<file path="config.mk">
export PLATFORM = sky130hd
export DESIGN_NAME = spi_controller_flat
export DESIGN_NICKNAME = d
export VERILOG_FILES = /design/src/rtl/spi_controller_if.sv /design/src/rtl/spi_controller.sv /design/src/flat_wrapper.sv
export SDC_FILE = /design/constraint.sdc
export NUM_CORES = 1
export LEC_CHECK = 0
export ABC_AREA = 1
export CORE_MARGIN = 5
export CORE_UTILIZATION = 25
export CTS_CLUSTER_DIAMETER = 200
export DETAILED_ROUTE_END_ITERATION = 12
export SLEW_MARGIN = 20
export SYNTH_ARGS = -nofsm -noshare
export SYNTH_HDL_FRONTEND = slang
export SYNTH_SLANG_ARGS = --single-unit
</file>
<file path="constraint.sdc">
create_clock -name clock_in -period 3.6 [get_ports clock_in]
set_input_delay 0.72 -clock clock_in [delete_from_list [all_inputs] [get_ports clock_in]]
set_output_delay 0.72 -clock clock_in [all_outputs]
set_load 0.01 [all_outputs]
</file>
<file path="src/rtl/spi_controller_if.sv">
`timescale 1ns/1ps
`default_nettype none
// ============================================================================
// Module      : spi_controller_if
// Description : Control, write-stream, read-stream and SPI pin bundle for
//               spi_controller. The slave modport is the controller side;
//               the master modport is the host/bench side.
// Revision    : 1.0 - initial release
// ============================================================================
interface spi_controller_if #(
    parameter int COUNT_W = 16
) ();
    logic               start_in;
    logic [7:0]         opcode_in;
    logic [COUNT_W-1:0] wr_count_in;
    logic [COUNT_W-1:0] rd_count_in;
    logic [7:0]         wr_data_in;
    logic               wr_data_valid_in;
    logic               wr_data_ready_out;
    logic [7:0]         rd_data_out;
    logic               rd_data_valid_out;
    logic               busy_out;
    logic               done_out;
    logic               spi_select_out;
    logic               spi_clock_out;
    logic               spi_data_out;
    logic               spi_data_in;

    modport slave (
        input  start_in, opcode_in, wr_count_in, rd_count_in,
               wr_data_in, wr_data_valid_in, spi_data_in,
        output wr_data_ready_out, rd_data_out, rd_data_valid_out,
               busy_out, done_out, spi_select_out, spi_clock_out, spi_data_out
    );

    modport master (
        output start_in, opcode_in, wr_count_in, rd_count_in,
               wr_data_in, wr_data_valid_in, spi_data_in,
        input  wr_data_ready_out, rd_data_out, rd_data_valid_out,
               busy_out, done_out, spi_select_out, spi_clock_out, spi_data_out
    );
endinterface
`default_nettype wire

</file>
<file path="src/rtl/spi_controller.sv">
`timescale 1ns/1ps
`default_nettype none
// ============================================================================
// Module      : spi_controller
// Description : Mode-0, MSB-first SPI initiator. One transaction per start:
//               CS low, opcode byte, wr_count operand bytes from the write
//               stream, rd_count read bytes (MOSI held 0), CS high, gap.
//               Optional feature macro: SPI_CONTROLLER_LOOPBACK_EN adds the
//               loopback_in port, which routes MOSI into the MISO sampler.
// Revision    : 1.0 - initial release
// ============================================================================
module spi_controller #(
    parameter int HALF_PERIOD = 2,   // clock cycles per SCK phase, >= 1
    parameter int CS_SETUP    = 2,   // >= 1
    parameter int CS_HOLD     = 2,   // >= 1
    parameter int CS_GAP      = 4,   // >= 1
    parameter int COUNT_W     = 16
) (
    input  wire logic       clock_in,
    input  wire logic       pll_reset,
`ifdef SPI_CONTROLLER_LOOPBACK_EN
    input  wire logic       loopback_in,
`endif
    spi_controller_if.slave bus
);

    localparam int TW = 16;
    localparam logic [TW-1:0] HALF_LAST  = TW'(HALF_PERIOD - 1);
    localparam logic [TW-1:0] SETUP_LAST = TW'(CS_SETUP - 1);
    localparam logic [TW-1:0] HOLD_LAST  = TW'(CS_HOLD - 1);
    localparam logic [TW-1:0] GAP_LAST   = TW'(CS_GAP - 1);

    typedef enum logic [2:0] {
        IDLE  = 3'd0,
        SETUP = 3'd1,
        SHIFT = 3'd2,
        FETCH = 3'd3,
        HOLD  = 3'd4,
        GAP   = 3'd5
    } state_t;

    state_t             state;
    logic [TW-1:0]      timer;      // remaining cycles in SETUP/HOLD/GAP
    logic [TW-1:0]      half_cnt;   // position inside the current SCK phase
    logic [2:0]         bit_cnt;    // bit index inside the current byte
    logic [7:0]         tx_sr;      // outgoing byte, current bit at [7]
    logic [7:0]         rx_sr;      // incoming bits, newest at [0]
    logic [COUNT_W-1:0] wr_left;
    logic [COUNT_W-1:0] rd_left;
    logic               reading;    // current byte is a read byte

    logic               busy;
    logic               done;
    logic               cs_n;
    logic               sck;
    logic               mosi;
    logic               ready;
    logic [7:0]         rd_data;
    logic               rd_valid;

    logic               miso_bit;
    logic               sck_rise;

    // First cycle of each SCK high phase is the MISO sample point
    assign sck_rise = sck && (half_cnt == '0);

`ifdef SPI_CONTROLLER_LOOPBACK_EN
    logic lb;

    // Loopback selection is frozen for the whole transaction
    always_ff @(posedge clock_in or posedge pll_reset) begin
        if (pll_reset) begin
            lb <= 1'b0;
        end else if (state == IDLE) begin
            lb <= loopback_in;
        end
    end

    assign miso_bit = lb ? mosi : bus.spi_data_in;
`else
    assign miso_bit = bus.spi_data_in;
`endif

    // Transaction sequencer with all pin and status outputs registered
    always_ff @(posedge clock_in or posedge pll_reset) begin
        if (pll_reset) begin
            state    <= IDLE;
            timer    <= '0;
            half_cnt <= '0;
            bit_cnt  <= '0;
            tx_sr    <= '0;
            rx_sr    <= '0;
            wr_left  <= '0;
            rd_left  <= '0;
            reading  <= 1'b0;
            busy     <= 1'b0;
            done     <= 1'b0;
            cs_n     <= 1'b1;
            sck      <= 1'b0;
            mosi     <= 1'b0;
            ready    <= 1'b0;
            rd_data  <= '0;
            rd_valid <= 1'b0;
        end else begin
            done     <= 1'b0;
            rd_valid <= 1'b0;
            case (state)
                IDLE: begin
                    if (bus.start_in) begin
                        state   <= SETUP;
                        busy    <= 1'b1;
                        cs_n    <= 1'b0;
                        tx_sr   <= bus.opcode_in;
                        mosi    <= bus.opcode_in[7];
                        wr_left <= bus.wr_count_in;
                        rd_left <= bus.rd_count_in;
                        reading <= 1'b0;
                        timer   <= SETUP_LAST;
                    end
                end

                SETUP: begin
                    if (timer == '0) begin
                        state    <= SHIFT;
                        half_cnt <= '0;
                        bit_cnt  <= '0;
                    end else begin
                        timer <= timer - 1'b1;
                    end
                end

                SHIFT: begin
                    if (sck_rise) begin
                        rx_sr <= {rx_sr[6:0], miso_bit};
                        if ((bit_cnt == 3'd7) && reading) begin
                            rd_data  <= {rx_sr[6:0], miso_bit};
                            rd_valid <= 1'b1;
                        end
                    end
                    if (half_cnt != HALF_LAST) begin
                        half_cnt <= half_cnt + 1'b1;
                    end else begin
                        half_cnt <= '0;
                        if (!sck) begin
                            sck <= 1'b1;
                        end else begin
                            sck <= 1'b0;
                            if (bit_cnt != 3'd7) begin
                                // MOSI only moves on the falling edge
                                bit_cnt <= bit_cnt + 1'b1;
                                tx_sr   <= {tx_sr[6:0], 1'b0};
                                mosi    <= tx_sr[6];
                            end else begin
                                bit_cnt <= '0;
                                if (wr_left != '0) begin
                                    state <= FETCH;
                                    ready <= 1'b1;
                                end else if (rd_left != '0) begin
                                    rd_left <= rd_left - 1'b1;
                                    reading <= 1'b1;
                                    tx_sr   <= '0;
                                    mosi    <= 1'b0;
                                end else begin
                                    state <= HOLD;
                                    timer <= HOLD_LAST;
                                    mosi  <= 1'b0;
                                end
                            end
                        end
                    end
                end

                FETCH: begin
                    // SCK stays low and CS stays asserted until data arrives
                    if (bus.wr_data_valid_in) begin
                        state    <= SHIFT;
                        ready    <= 1'b0;
                        tx_sr    <= bus.wr_data_in;
                        mosi     <= bus.wr_data_in[7];
                        wr_left  <= wr_left - 1'b1;
                        reading  <= 1'b0;
                        half_cnt <= '0;
                        bit_cnt  <= '0;
                    end
                end

                HOLD: begin
                    if (timer == '0) begin
                        state <= GAP;
                        cs_n  <= 1'b1;
                        timer <= GAP_LAST;
                        done  <= (CS_GAP == 1);
                    end else begin
                        timer <= timer - 1'b1;
                    end
                end

                GAP: begin
                    if (timer == '0) begin
                        state <= IDLE;
                        busy  <= 1'b0;
                    end else begin
                        timer <= timer - 1'b1;
                        done  <= (timer == TW'(1));
                    end
                end

                default: begin
                    state <= IDLE;
                end
            endcase
        end
    end

    assign bus.wr_data_ready_out = ready;
    assign bus.rd_data_out       = rd_data;
    assign bus.rd_data_valid_out = rd_valid;
    assign bus.busy_out          = busy;
    assign bus.done_out          = done;
    assign bus.spi_select_out    = cs_n;
    assign bus.spi_clock_out     = sck;
    assign bus.spi_data_out      = mosi;

endmodule
`default_nettype wire

</file>
<file path="src/flat_wrapper.sv">
// flat-port wrapper written by rule: the top's interface ports become plain ports
module spi_controller_flat 
#(
    parameter int HALF_PERIOD = 2,                                      
    parameter int CS_SETUP    = 2,          
    parameter int CS_HOLD     = 2,          
    parameter int CS_GAP      = 4,          
    parameter int COUNT_W     = 16
)
  (clock_in, pll_reset, bus_start_in, bus_opcode_in, bus_wr_count_in, bus_rd_count_in, bus_wr_data_in, bus_wr_data_valid_in, bus_spi_data_in, bus_wr_data_ready_out, bus_rd_data_out, bus_rd_data_valid_out, bus_busy_out, bus_done_out, bus_spi_select_out, bus_spi_clock_out, bus_spi_data_out);
  spi_controller_if #(.COUNT_W(COUNT_W)) bus_i ();
  input  wire logic clock_in;
  input  wire logic pll_reset;
  input wire logic [$bits(bus_i.start_in)-1:0] bus_start_in;
  input wire logic [$bits(bus_i.opcode_in)-1:0] bus_opcode_in;
  input wire logic [$bits(bus_i.wr_count_in)-1:0] bus_wr_count_in;
  input wire logic [$bits(bus_i.rd_count_in)-1:0] bus_rd_count_in;
  input wire logic [$bits(bus_i.wr_data_in)-1:0] bus_wr_data_in;
  input wire logic [$bits(bus_i.wr_data_valid_in)-1:0] bus_wr_data_valid_in;
  input wire logic [$bits(bus_i.spi_data_in)-1:0] bus_spi_data_in;
  output wire logic [$bits(bus_i.wr_data_ready_out)-1:0] bus_wr_data_ready_out;
  output wire logic [$bits(bus_i.rd_data_out)-1:0] bus_rd_data_out;
  output wire logic [$bits(bus_i.rd_data_valid_out)-1:0] bus_rd_data_valid_out;
  output wire logic [$bits(bus_i.busy_out)-1:0] bus_busy_out;
  output wire logic [$bits(bus_i.done_out)-1:0] bus_done_out;
  output wire logic [$bits(bus_i.spi_select_out)-1:0] bus_spi_select_out;
  output wire logic [$bits(bus_i.spi_clock_out)-1:0] bus_spi_clock_out;
  output wire logic [$bits(bus_i.spi_data_out)-1:0] bus_spi_data_out;
  assign bus_i.start_in = bus_start_in;
  assign bus_i.opcode_in = bus_opcode_in;
  assign bus_i.wr_count_in = bus_wr_count_in;
  assign bus_i.rd_count_in = bus_rd_count_in;
  assign bus_i.wr_data_in = bus_wr_data_in;
  assign bus_i.wr_data_valid_in = bus_wr_data_valid_in;
  assign bus_i.spi_data_in = bus_spi_data_in;
  assign bus_wr_data_ready_out = bus_i.wr_data_ready_out;
  assign bus_rd_data_out = bus_i.rd_data_out;
  assign bus_rd_data_valid_out = bus_i.rd_data_valid_out;
  assign bus_busy_out = bus_i.busy_out;
  assign bus_done_out = bus_i.done_out;
  assign bus_spi_select_out = bus_i.spi_select_out;
  assign bus_spi_clock_out = bus_i.spi_clock_out;
  assign bus_spi_data_out = bus_i.spi_data_out;
  spi_controller #(.HALF_PERIOD(HALF_PERIOD), .CS_SETUP(CS_SETUP), .CS_HOLD(CS_HOLD), .CS_GAP(CS_GAP), .COUNT_W(COUNT_W)) u_core (.clock_in(clock_in), .pll_reset(pll_reset), .bus(bus_i));
endmodule
</file>
==> impl_results.md <==
- Status: complete, no violations
- Final hold slack: 0.471 ns
- Cell Area, Synth: around 6400 sq um
- Drt first-iter violations: between 300 and 400
- Sequential area share after synthesis: 0.391
- Final min period: between 2 and 3 ns
- Critical Path Start Type: flip-flop
- CP required: ~3.8 ns
- Post-synth cell types: 41
- Post-synthesis register bit count: 100
- Routed vias/inst: 4.56
- Max_cap viols: 0
- Crit-path slowest cell: dfrtp_1
- EDFF count, synth: 0
- Die W: approximately 170 microns
- Net Count, Synth: around 1.0k
- Initial antenna violation count: 0
- Drt total wl: 16600 microns
- Gate Count Post-Synth: 956
- Largest net degree at the start of global routing: 55
- Delay-heaviest family, CP: simple AND/OR/NAND/NOR gates
- Detailed Routing Iterations Pass 1: 5
- CTS Buf Count: 9
- FILL cells: 2704
- Count of final hold-check violations: 0
- Worst-path fanout max: 23
- Grt ovf: 0
- Postcts setup bufs: 0
- Hold-fix buffer count after cts: 0
- Clock skew: ~0.015 ns
- Async S/R FF share, synth: 1.00
- FP Rows: 58
- Top-Level Pins: 68
- Final number of max-transition violations: 0
- Post-route ant nets: 0
- RSZ-0062 raised after global routing: no
- Area Growth Syn to Fin: 20.4%
- Clock latency on the worst-skew pair: 0.36 ns
- Critical Path Max Stage Delay: 0.54 ns
- Post-cts sizing count: 0
- Synth Flop Type: dfrtp_1
- Worst path bufs/invs: 2
- Worst-margin pin slew: ~0.73 ns
- Share of cells above drive strength 1: 0.0589
- Fin nets: approximately 1.1k
- DR DRC count: 0
- Dpl hpwl: ~12000 microns
- Longest Clk Path Bufs: 2
- CP Data Arrival Time: about 2.8 ns
- Average size of a mapped cell: 6.70 sq um
- Total Neg Setup Slack: 0 ns
- Maximum VDD drop: ~0.33 mV
- Relative slew margins: 0.514
- Placer Congestion: ~0.86
- CTS tree: done
- Yosys warns: 0
- Via count: approximately 6.1k
- CTS H-Tree Depth: 3
- Area of the die: 28900 sq um
- Pwr dens: 752 nW/um^2
- Initial Util: 0.255
- DR WL/cell: 12.3 microns
- Final setup vio count: 0
- Most frequent cells in the layout: nand2_1 (316), nor2_1 (118), dfrtp_1 (99)
- CP cell instances: nand2_4 > nor2_2 > buf_4 > nand2_2 > nand2_1 > inv_2 > o211ai_1 > o21ai_0
- Crit. End Element: flip-flop
- Placeable core area: approximately 25000 sq um
- Commonest non-fill, non-tap cell in the layout: nand2_1
- Setup Crit Path Kind: flip-flop to flip-flop
- Hold Path Class: flip-flop to flip-flop
- Global-route wire length before repair: 27800 microns
- Die Y: roughly 170 microns
- Max Clk Rate: roughly 400 MHz
- IO buf count: 67
- Lkg Pwr: 0.00362 uW
- Final worst path period share: 0.711
- Tot GR Track Use: 0.115
- Vias in the first global route: about 5.7k
- N_diodes: 0
- Clock-pin slew on the worst setup and hold paths: ~0.080 ns
- Clk root buf: clkbuf_16
- Clk sinks: 100
-- worst reg2reg max path: stages, from the launching register on --
cell and delay [ns]:
dfrtp_1 0.54, nand2_4 0.15, nor2_2 0.35, buf_4 0.35, nand2_2 0.15, nand2_1 0.38
inv_2 0.27, o211ai_1 0.15, o21ai_0 0.10
-- logic make-up after synthesis --
logic type      Yosys count  synth area share
simple gates            581             0.387
compound gates          128             0.107
buf+inv                 125            0.0783
flops                   100             0.391
fa+ha+maj                12            0.0234
xor+xnor                  9            0.0123
mux                       1           0.00176
-- cell usage after synthesis (all sizes together) (9+ instances only) --
library cell	count	area (sq um)
dfrtp	99	2480
a21oi	14	70.1
clkbuf	10	37.5
nor2	128	515
o21ai	96	480
xor2	9	78.8
nand3	90	468
nand2	324	1240
buf	15	86.3
inv	99	374
nand4	19	134
ha	12	150
-- flip-flops by register name (all words and copies together) (netlist names), 3 cells and up --
register                flops
u_core.tx_sr                7
u_core.bus.rd_data_out      8
u_core.rx_sr                7
u_core.bit_cnt              3
u_core.state                3
u_core.rd_left             16
u_core.wr_left             16
u_core.timer               16
u_core.half_cnt            16
-- metrics by stage --
step	setup WS, ns	cell area (sq um)	total power [uW]	std cells	util
floorplan	0.263	6410	4150	956	-
global placement	1.07	7430	4810	1334	0.295
detailed placement	1.07	7430	4860	1334	0.295
CTS	1.06	7710	5850	1349	0.306
global route	0.795	7710	6390	1349	0.306
finish	1.04	7710	5800	1349	0.306
-- report_power, final --
part	switching, uW	total [uW]	internal, uW	leakage, uW
Combinational	2060	3040	981	0.00218
Sequential	323	1800	1480	0.00129
Clock	454	963	509	0.000140
Total	2840	5800	2970	0.00362
-- per-layer routing --
metal  up-vias  GRT usage  part of all wire
met4         0     0.0278             0.015
met3        17     0.0244             0.044
met5         -          0                 0
li1       3188          -                 -
met1      2832      0.158              0.49
met2       112      0.184              0.45
-- layout make-up --
class | count | area (sq um) | share of cell area
clock inverters | 4 | 32.5 | 0.00422
flip-flops and latches | 100 | 2500 | 0.325
inverters | 100 | 380 | 0.0493
clock buffers | 11 | 253 | 0.0328
multi-input cells | 731 | 3400 | 0.441
repair buffers | 73 | 728 | 0.0944
well taps | 330 | 413 | 0.0535
-- worst paths after layout --
path	startpoint	end	slack, ns	cells past startpoint
hold / removal	u_core.bus.rd_data_out[7]	u_core.bus.rd_data_out[7]	0.47	2
setup reg to reg	u_core.state[1]	u_core.wr_left[1]	1.04	8
hold reg to reg	u_core.bus.rd_data_out[7]	u_core.bus.rd_data_out[7]	0.47	2
min in group asynchronous	pll_reset	u_core.bus.rd_data_out[2]	0.85	2
max in group asynchronous	pll_reset	u_core.bus.spi_select_out	2.01	3
setup / recovery	u_core.state[1]	u_core.wr_left[1]	1.04	8
Note: power is estimated with default switching activity, not from simulation.
